**src/rtl/iob_2p_assim_fifo_ctrl_r_big.sv**
```systemverilog
// FIFO controller placed in front of an asymmetric dual-port RAM with a narrow write port and a wide read port.
// It tracks occupancy in narrow words and returns each wide read word one cycle after the read is accepted.
module iob_2p_assim_fifo_ctrl_r_big #(
  parameter int W_DATA_W = 8,
  parameter int R_DATA_W = 32,
  parameter int W_ADDR_W = 4
) (
  input  logic                              clk,
  input  logic                              rst,
  input  logic                              w_req,
  input  logic [W_DATA_W-1:0]               w_data,
  output logic                              w_full,
  output logic                              w_ovf,
  input  logic                              r_req,
  output logic [R_DATA_W-1:0]               r_data,
  output logic                              r_valid,
  output logic                              r_empty,
  output logic                              r_unf,
  output logic [W_ADDR_W:0]                 level,
  output logic                              mem_w_en,
  output logic [W_ADDR_W-1:0]               mem_w_addr,
  output logic [W_DATA_W-1:0]               mem_w_data,
  output logic                              mem_r_en,
  output logic [W_ADDR_W-$clog2(R_DATA_W/W_DATA_W)-1:0] mem_r_addr,
  input  logic [R_DATA_W-1:0]               mem_r_data
);

  localparam int RATIO    = R_DATA_W / W_DATA_W;
  localparam int L2R      = $clog2(RATIO);
  localparam int R_ADDR_W = W_ADDR_W - L2R;

  localparam logic [W_ADDR_W:0] DEPTH   = {1'b1, {W_ADDR_W{1'b0}}};
  localparam logic [W_ADDR_W:0] RATIO_L = (W_ADDR_W+1)'(RATIO);

  // The extra MSB on each pointer separates a full FIFO from an empty one.
  logic [W_ADDR_W:0] wptr;
  logic [R_ADDR_W:0] rptr;
  logic [W_ADDR_W:0] rptr_narrow;
  logic              w_acc;
  logic              r_acc;

  // The read pointer counts wide words, so scale it to narrow units before subtracting.
  assign rptr_narrow = (W_ADDR_W+1)'(rptr) << L2R;
  assign level       = wptr - rptr_narrow;

  assign w_full  = (level == DEPTH);
  assign r_empty = (level < RATIO_L);

  // Both accept decisions use the flags at the start of the cycle.
  // A read cannot free space for a write in the same cycle, and a write cannot complete a wide word for a read in the same cycle.
  assign w_acc = w_req & ~w_full;
  assign r_acc = r_req & ~r_empty;

  assign mem_w_en   = w_acc;
  assign mem_w_addr = wptr[W_ADDR_W-1:0];
  assign mem_w_data = w_data;

  assign mem_r_en   = r_acc;
  assign mem_r_addr = rptr[R_ADDR_W-1:0];

  assign r_data = mem_r_data;

  always_ff @(posedge clk or posedge rst) begin
    if (rst) begin
      wptr    <= '0;
      rptr    <= '0;
      r_valid <= 1'b0;
      w_ovf   <= 1'b0;
      r_unf   <= 1'b0;
    end else begin
      if (w_acc) wptr <= wptr + 1'b1;
      if (r_acc) rptr <= rptr + 1'b1;
      r_valid <= r_acc;
      w_ovf   <= w_req & w_full;
      r_unf   <= r_req & r_empty;
    end
  end

endmodule

```
**config.mk**
```make
export PLATFORM = sky130hd
export DESIGN_NAME = iob_2p_assim_fifo_ctrl_r_big
export DESIGN_NICKNAME = d
export VERILOG_FILES = /design/src/rtl/iob_2p_assim_fifo_ctrl_r_big.sv
export SDC_FILE = /design/constraint.sdc
export NUM_CORES = 1
export LEC_CHECK = 0
export ABC_AREA = 1
export CORE_ASPECT_RATIO = 0.75
export CORE_MARGIN = 8
export CORE_UTILIZATION = 32
export DETAILED_ROUTE_END_ITERATION = 16
export GPL_ROUTABILITY_DRIVEN = 0
export PLACE_DENSITY = 0.95
export SLEW_MARGIN = 10
export SYNTH_ARGS = -nofsm -noshare
export SYNTH_HDL_FRONTEND = slang
export SYNTH_SLANG_ARGS = --single-unit
```
**constraint.sdc**
```tcl
create_clock -name clk -period 5.7 [get_ports clk]
set_input_delay 0.855 -clock clk [delete_from_list [all_inputs] [get_ports clk]]
set_output_delay 0.855 -clock clk [all_outputs]
set_load 0.005 [all_outputs]
```
==> results of run 1 <==
==> routing by layer <==
layer	share of wire, %	wire, µm	global-route usage (%)	vias up
met5	0	0	0	-
met4	4.0	74	7.64	0
met3	9.8	184	3.13	9
met2	48	894	12.3	24
met1	38	714	6.89	303
li1	-	-	-	305
==> per-stage QoR <==
step           area (µm²)  power, µW  hold slack [ps]  utilization (%)
6_report              987        633              535             30.9
5_1_grt               987        695              583             30.9
4_1_cts               987        643              538             30.9
3_5_place_dp          942        560              523             29.5
3_3_place_gp          942        546              515             29.5
2_1_floorplan        1040        414              485                -
==> layout make-up <==
cell class	instances	share of cell area (%)
inverters	20	7.60
clock buffers	4	4.56
well taps	40	5.07
repair buffers	21	21.3
flip-flops and latches	11	27.9
multi-input cells	54	33.6
==> report_power, final <==
part           internal, µW  leakage [µW]  switching (µW)
combinational           208      0.000362             190
sequential              111      0.000140            41.4
clock                  49.4     0.0000228            32.6
total                   369      0.000525             264
==> synthesized netlist by cell type (all sizes together) <==
library cell	n
buf	48
nand2	28
inv	20
nand3	14
dfrtp	11
ha	4
xor2	4
nor2	3
fa	1
==> state kept, by name (all words and copies together) (netlist names) <==
name and count:
w_ovf 1, wptr 5, r_valid 1, r_unf 1, rptr 3
==> critical path, cell delays in order (launching register included) <==
cell and delay (ps):
dfrtp_1 430, inv_1 70, ha_1 210, fa_1 420
inv_1 90, nand2_1 90, nand2_2 90, nand2_2 70
nand3_4 110, nand2_4 90, inv_1 60, clkdlybuf4s50_1 490
==> worst min-delay path by stage <==
| stage | to | slack (ps) |
|---|---|---|
| 6_report | wptr[3] | 530 |
| 5_1_grt | wptr[3] | 580 |
| 4_1_cts | wptr[3] | 540 |
| 3_5_place_dp | wptr[3] | 520 |
| 3_3_place_gp | wptr[3] | 510 |
| 2_1_floorplan | wptr[3] | 490 |
==> cell families after synthesis <==
logic type               count (synthesis)  share of synthesized area (%)
AND/OR/NAND/NOR                         45                           21.7
buffers and inverters                   68                           41.8
flip-flops                              11                           26.4
adder cells (fa/ha/maj)                  5                           6.72
XOR/XNOR                                 4                           3.36
==> cell usage in the layout, fill, tap and decap left out <==
cell,instances
nand2_2,4
fa_1,1
nand3_4,1
nand3_2,2
dfrtp_1,11
clkbuf_8,3
nor2_1,3
inv_2,2
inv_1,18
nand3_1,11
nand2_1,23
xor2_1,4
clkdlybuf4s50_1,21
clkbuf_1,1
ha_1,4
nand2_4,1
==> results.md, run 1 <==
- Horiz. Die Dim: between 80 and 90 µm
- I/O Buffers: 21
- Gr ovfl total: 0
- Fin crit period: 3310 ps
- Clock buffer count from CTS: 3
- FILL cells: 341
- DRT Pass-1 Iters: 4
- Final-report setup violation count: 0
- Reg2reg setup slack: between 3000 and 4000 ps
- Register area share after synthesis: 26.4%
- Syn-to-layout area delta: -5.28%
- Required time worst endpoint: 4850 ps
- Row count: 18
- # Max-Cap Violations: 0
- Tightest Pin Transition: 427 ps
- Initial Util: 32.6%
- Setup Slack @ Placement: ~2600 ps
- TritonCTS clock tree: yes
- Crit start category: flop
- Final WL: roughly 1.9 mm
- Detailed-placement wirelength estimate: 1.50 mm
- Synth top area share: between 30% and 40%
- Worst r2r path cells: 11
- Setup TNS: 0 ps
- Fraction of layout cells with a size suffix above 1: 11.8%
- Syn_nets: 182
- Clk buf depth: 2
- Leak: between 0.0005 and 0.0006 µW
- Root buffer selected by CTS: clkbuf_8
- GRT Overall Usage: 7.56%
- Pwr dens: approximately 640 nW/µm²
- Placed Instances: 146
- Initial drt markers: 30
- Final Max Slew Viols: 0
- Initial antenna violation count: 0
- #FFs+latches synth: 11
- Hold buffers post-CTS: 0
- Hold Fails Final Rpt: 0
- Leading area contributor after synthesis: buf_4
- Crit. End Element: primary output
- Largest net degree at the start of global routing: 12
- Top Ports: 102
- Fin nets: 160
- H-tree lvl count: 1
- Resized Gates After CTS: 0
- Mapped cell area: between 1000 and 1500 µm²
- Avg Inst Size Synth: between 7 and 8 µm²
- Hold depth: 2
- Core footprint: 3200 µm²
- Multi-input combinational cell area: 332 µm²
- Worst-path fanout max: 8
- Distinct cells, synth: 14
- Slew headroom: a little under three quarters
- Clock Sinks: 11
- Worst R2R End: wptr[2]
- Vias in the first global route: around 630
- DRC: 0
- Area contributors post-synth: buf_4 (35%), dfrtp_1 (26%), nand2_1 (8.3%)
- Post CTS Setup Buffer Count: 0
- Min-Delay Startpoint: wptr[3]
- Clk_lat worst skew: 240 ps
- Diodes inserted: 0
- First-pass GRT wire length: around 3.0 mm
- Cell count after synthesis: 133
- CTS clk-pin slew, worst paths: 50 ps
- Fmax: around 300 MHz
- Drt wl/cell: 12.5 µm
- Die height: 65.4 µm
- Seq. cell area: 275 µm²
- Finished Layout Cells: 150
- Final worst slack: roughly 2400 ps
- Clock skew: approximately 3.5 ps
- Unrepaired setup endpoints after global routing: false
- Hold Path Class: reg2reg
- Crit share post-route: 58.0%
- Vias per cell: approximately 4.3
- Routed vias: roughly 640
- Worst VDD drop: 0.148 mV
- Outcome: completed
- Die area: around 5400 µm²
- Crit path arrival time: around 2500 ps
- Synth warn: 0
- Setup CP Type: reg2out
- Post-DRT Antenna Nets: 0
- Worst setup path startpoint: wptr[2]
- Critical Path End: mem_w_en
- R2R Path Start: wptr[2]
Power figures use the tool's default switching activity.
==> run 2: changes to the inputs <==
--- a/config.mk
+++ b/config.mk
@@ -8,10 +8,10 @@
 export ABC_AREA = 1
 export CORE_ASPECT_RATIO = 0.75
 export CORE_MARGIN = 8
-export CORE_UTILIZATION = 32
+export CORE_UTILIZATION = 27
 export DETAILED_ROUTE_END_ITERATION = 16
 export GPL_ROUTABILITY_DRIVEN = 0
-export PLACE_DENSITY = 0.95
+export PLACE_DENSITY = 0.86
 export SLEW_MARGIN = 10
 export SYNTH_ARGS = -nofsm -noshare
 export SYNTH_HDL_FRONTEND = slang
==> constraint.sdc (replaced) <==
create_clock -name clk -period 2.8 [get_ports clk]
set_input_delay 0.42 -clock clk [delete_from_list [all_inputs] [get_ports clk]]
set_output_delay 0.42 -clock clk [all_outputs]
set_load 0.005 [all_outputs]
==> run 2 against run 1 <==
Compared with the run above:
- total power rose by 120%
- via count up 4.4%
- clock-buffer cell count unchanged
- worst setup slack lost 2300 ps
- critical endpoint is now w_full
- largest power group unchanged
- hold slack got worse by 55 ps
- critical path depth decreased by 4
- sequential cell count unchanged
- wire length up 10%
- combinational power rose by 140%
==> results.md, run 2 (synthesized netlist as in run 1, its figures left out) <==
- Outcome: completed
- Setup CP Type: reg2out
- Switching Share: approximately two fifths
- Worst r2r path cells: 8
- Diodes inserted: 0
- Drt wl/cell: 12.2 µm
- Clock network fraction of design power: 10.9%
- Tightest Pin Transition: roughly 410 ps
- Gate power share: 67.8%
- DRC: 0
- GRT Overall Usage: between 6 and 7%
- Cell class contributing the biggest share of worst-path delay: adder cells
- Final Max Slew Viols: 0
- Gr ovfl total: 0
- Final worst slack: about 96 ps
- Clock buffer count from CTS: 3
- I/O Buffers: 21
- Core footprint: around 3700 µm²
- Most frequent cells in the layout: nand2_1 (23), clkdlybuf4s50_1 (19), inv_1 (18)
- Worst-path fanout max: 5
- CTS clk-pin slew, worst paths: 50 ps
- Final WL: 2.06 mm
- Worst Path Buf+Inv: 2
- Pwr dens: around 1300 nW/µm²
- # Max-Cap Violations: 0
- Initial antenna violation count: 0
- Required time worst endpoint: 2380 ps
- Detailed-placement wirelength estimate: 1.54 mm
- Die area: 6120 µm²
- WP depth: 7
- Clock skew: 2.06 ps
- Clock Sinks: 11
- Gr busiest metal: met2
- Crit-path slowest cell: fa_2
- Clk_lat worst skew: approximately 230 ps
- Worst path max stage delay: between 500 and 600 ps
- Crit path arrival time: 2280 ps
- Die height: ~70 µm
- Initial Util: 28.3%
- Worst VDD drop: 0.238 mV
- Post-DRT Antenna Nets: 0
- Biggest register: wptr
- Row count: 19
- Unrepaired setup endpoints after global routing: false
- Fin crit period: 2700 ps
- CP Cell Sequence: ha_1 > fa_2 > nand2_1 > nor2_2 > nand3_4 > inv_1 > clkdlybuf4s50_1
- Hold Path Class: in2async
- Crit. End Element: primary output
- First-pass GRT wire length: ~3.1 mm
- H-tree lvl count: 1
- Initial drt markers: 68
- Syn-to-layout area delta: 3.36%
- Setup TNS: 0 ps
- M1 GR Usage: 6.92%
- Sequential Power Share: between 20% and 30%
- Design Power: 1400 µW
- Psw: 585 µW
- Largest net degree at the start of global routing: 12
- Finished Core Util: between 20% and 30%
- Fraction of layout cells with a size suffix above 1: 18.8%
- Met2 GRT Util: 10.0%
- Leak: ~0.00058 µW
- Root buffer selected by CTS: clkbuf_8
- Vias in the first global route: 653
- Fmax: 370 MHz
- Crit start category: flop
- Most common cell after layout, fill and taps aside: nand2_1
- Max reg flops: 5
- DRT Pass-1 Iters: 4
- Horiz. Die Dim: 87.7 µm
- Vias per cell: 3.96
- Hold Fails Final Rpt: 0
- Worst hold slack: 480 ps
- Slew headroom: 72.6%
- Top Ports: 102
- Final-report setup violation count: 0
- Setup Slack @ Placement: 161 ps
- Met3 Usage GRT: 2.13%
- Routed vias: 669
- Hold buffers post-CTS: 0
- Top Registers: wptr: 5 flops, rptr: 3 flops
- Power Internal: 811 µW
- Crit share post-route: 96.6%
- TritonCTS clock tree: yes
- Clk buf depth: 2
- Fin nets: 167
## run 2: cell types whose count changed in the layout (fill, tap and decap cells not counted)
cell             change
nand2_4              +1
clkdlybuf4s50_1      -2
nand2_2              -1
nor2_1               -1
fa_1                 -1
nor2_2               +1
nand3_4              +1
nand3_2              -1
dlymetal6s2s_1       +2
buf_4                +7
fa_2                 +1
## run 2: final timing paths
| kind | slack [ps] | endpoint | startpoint |
|---|---|---|---|
| min in group clk | 540 | wptr[3] | wptr[3] |
| hold / removal | 480 | wptr[2] | rst |
| setup / recovery | 100 | w_full | rptr[0] |
| max in group asynchronous | 2030 | r_unf | rst |
| setup reg to reg | 900 | wptr[0] | rptr[0] |
| hold reg to reg | 540 | wptr[3] | wptr[3] |
## run 2: area by class of cell
cell class | count | area [µm²]
flip-flops and latches | 11 | 275
fillers | 378 | 2610
repair buffers | 28 | 268
inverters | 20 | 75.1
clock buffers | 4 | 45.0
multi-input cells | 54 | 349
well taps | 52 | 65.1
## run 2: stage by stage
step	cells	cell area [µm²]
3_3_place_gp	158	957
4_1_cts	164	1020
3_5_place_dp	158	957
5_1_grt	169	1080
2_1_floorplan	133	1040
6_report	169	1080
## run 2: metal layers
layer / vias to the layer above / part of all wire (%)
met5: - / 0
met4: 0 / 4.3
met3: 8 / 7.7
met2: 25 / 50
met1: 318 / 38
li1: 318 / -
## run 2: worst reg2reg max path, cell delays in order, from the launching register on
cell and delay, ps:
dfrtp_1 390, ha_1 210, fa_2 540, nand2_1 80, nor2_2 140, nand3_4 120, buf_4 170, nand3_1 60
nand2_1 80
## run 2: power groups by stage
stage                     combinational, µW  sequential (µW)  clock (µW)
after floorplan                         550              293           0
after global placement                  814              308           0
after detailed placement                837              313           0
after CTS                               891              298         155
after global routing                   1050              309         165
final                                   947              298         152
## run 2: repair_timing
action,CTS,global route
gates resized for setup,2,4
setup endpoints to repair,3,4
gates cloned,0,0
buffers inserted,2,5
pin swaps,0,2
==> run 3: changes to the inputs <==
--- a/config.mk
+++ b/config.mk
@@ -11,6 +11,7 @@
 export CORE_UTILIZATION = 27
 export DETAILED_ROUTE_END_ITERATION = 16
 export GPL_ROUTABILITY_DRIVEN = 0
+export HOLD_SLACK_MARGIN = 0.08
 export PLACE_DENSITY = 0.86
 export SLEW_MARGIN = 10
 export SYNTH_ARGS = -nofsm -noshare
==> results of run 3 <==
No change in the layout: final DEF, timing and power equal those of run 2.
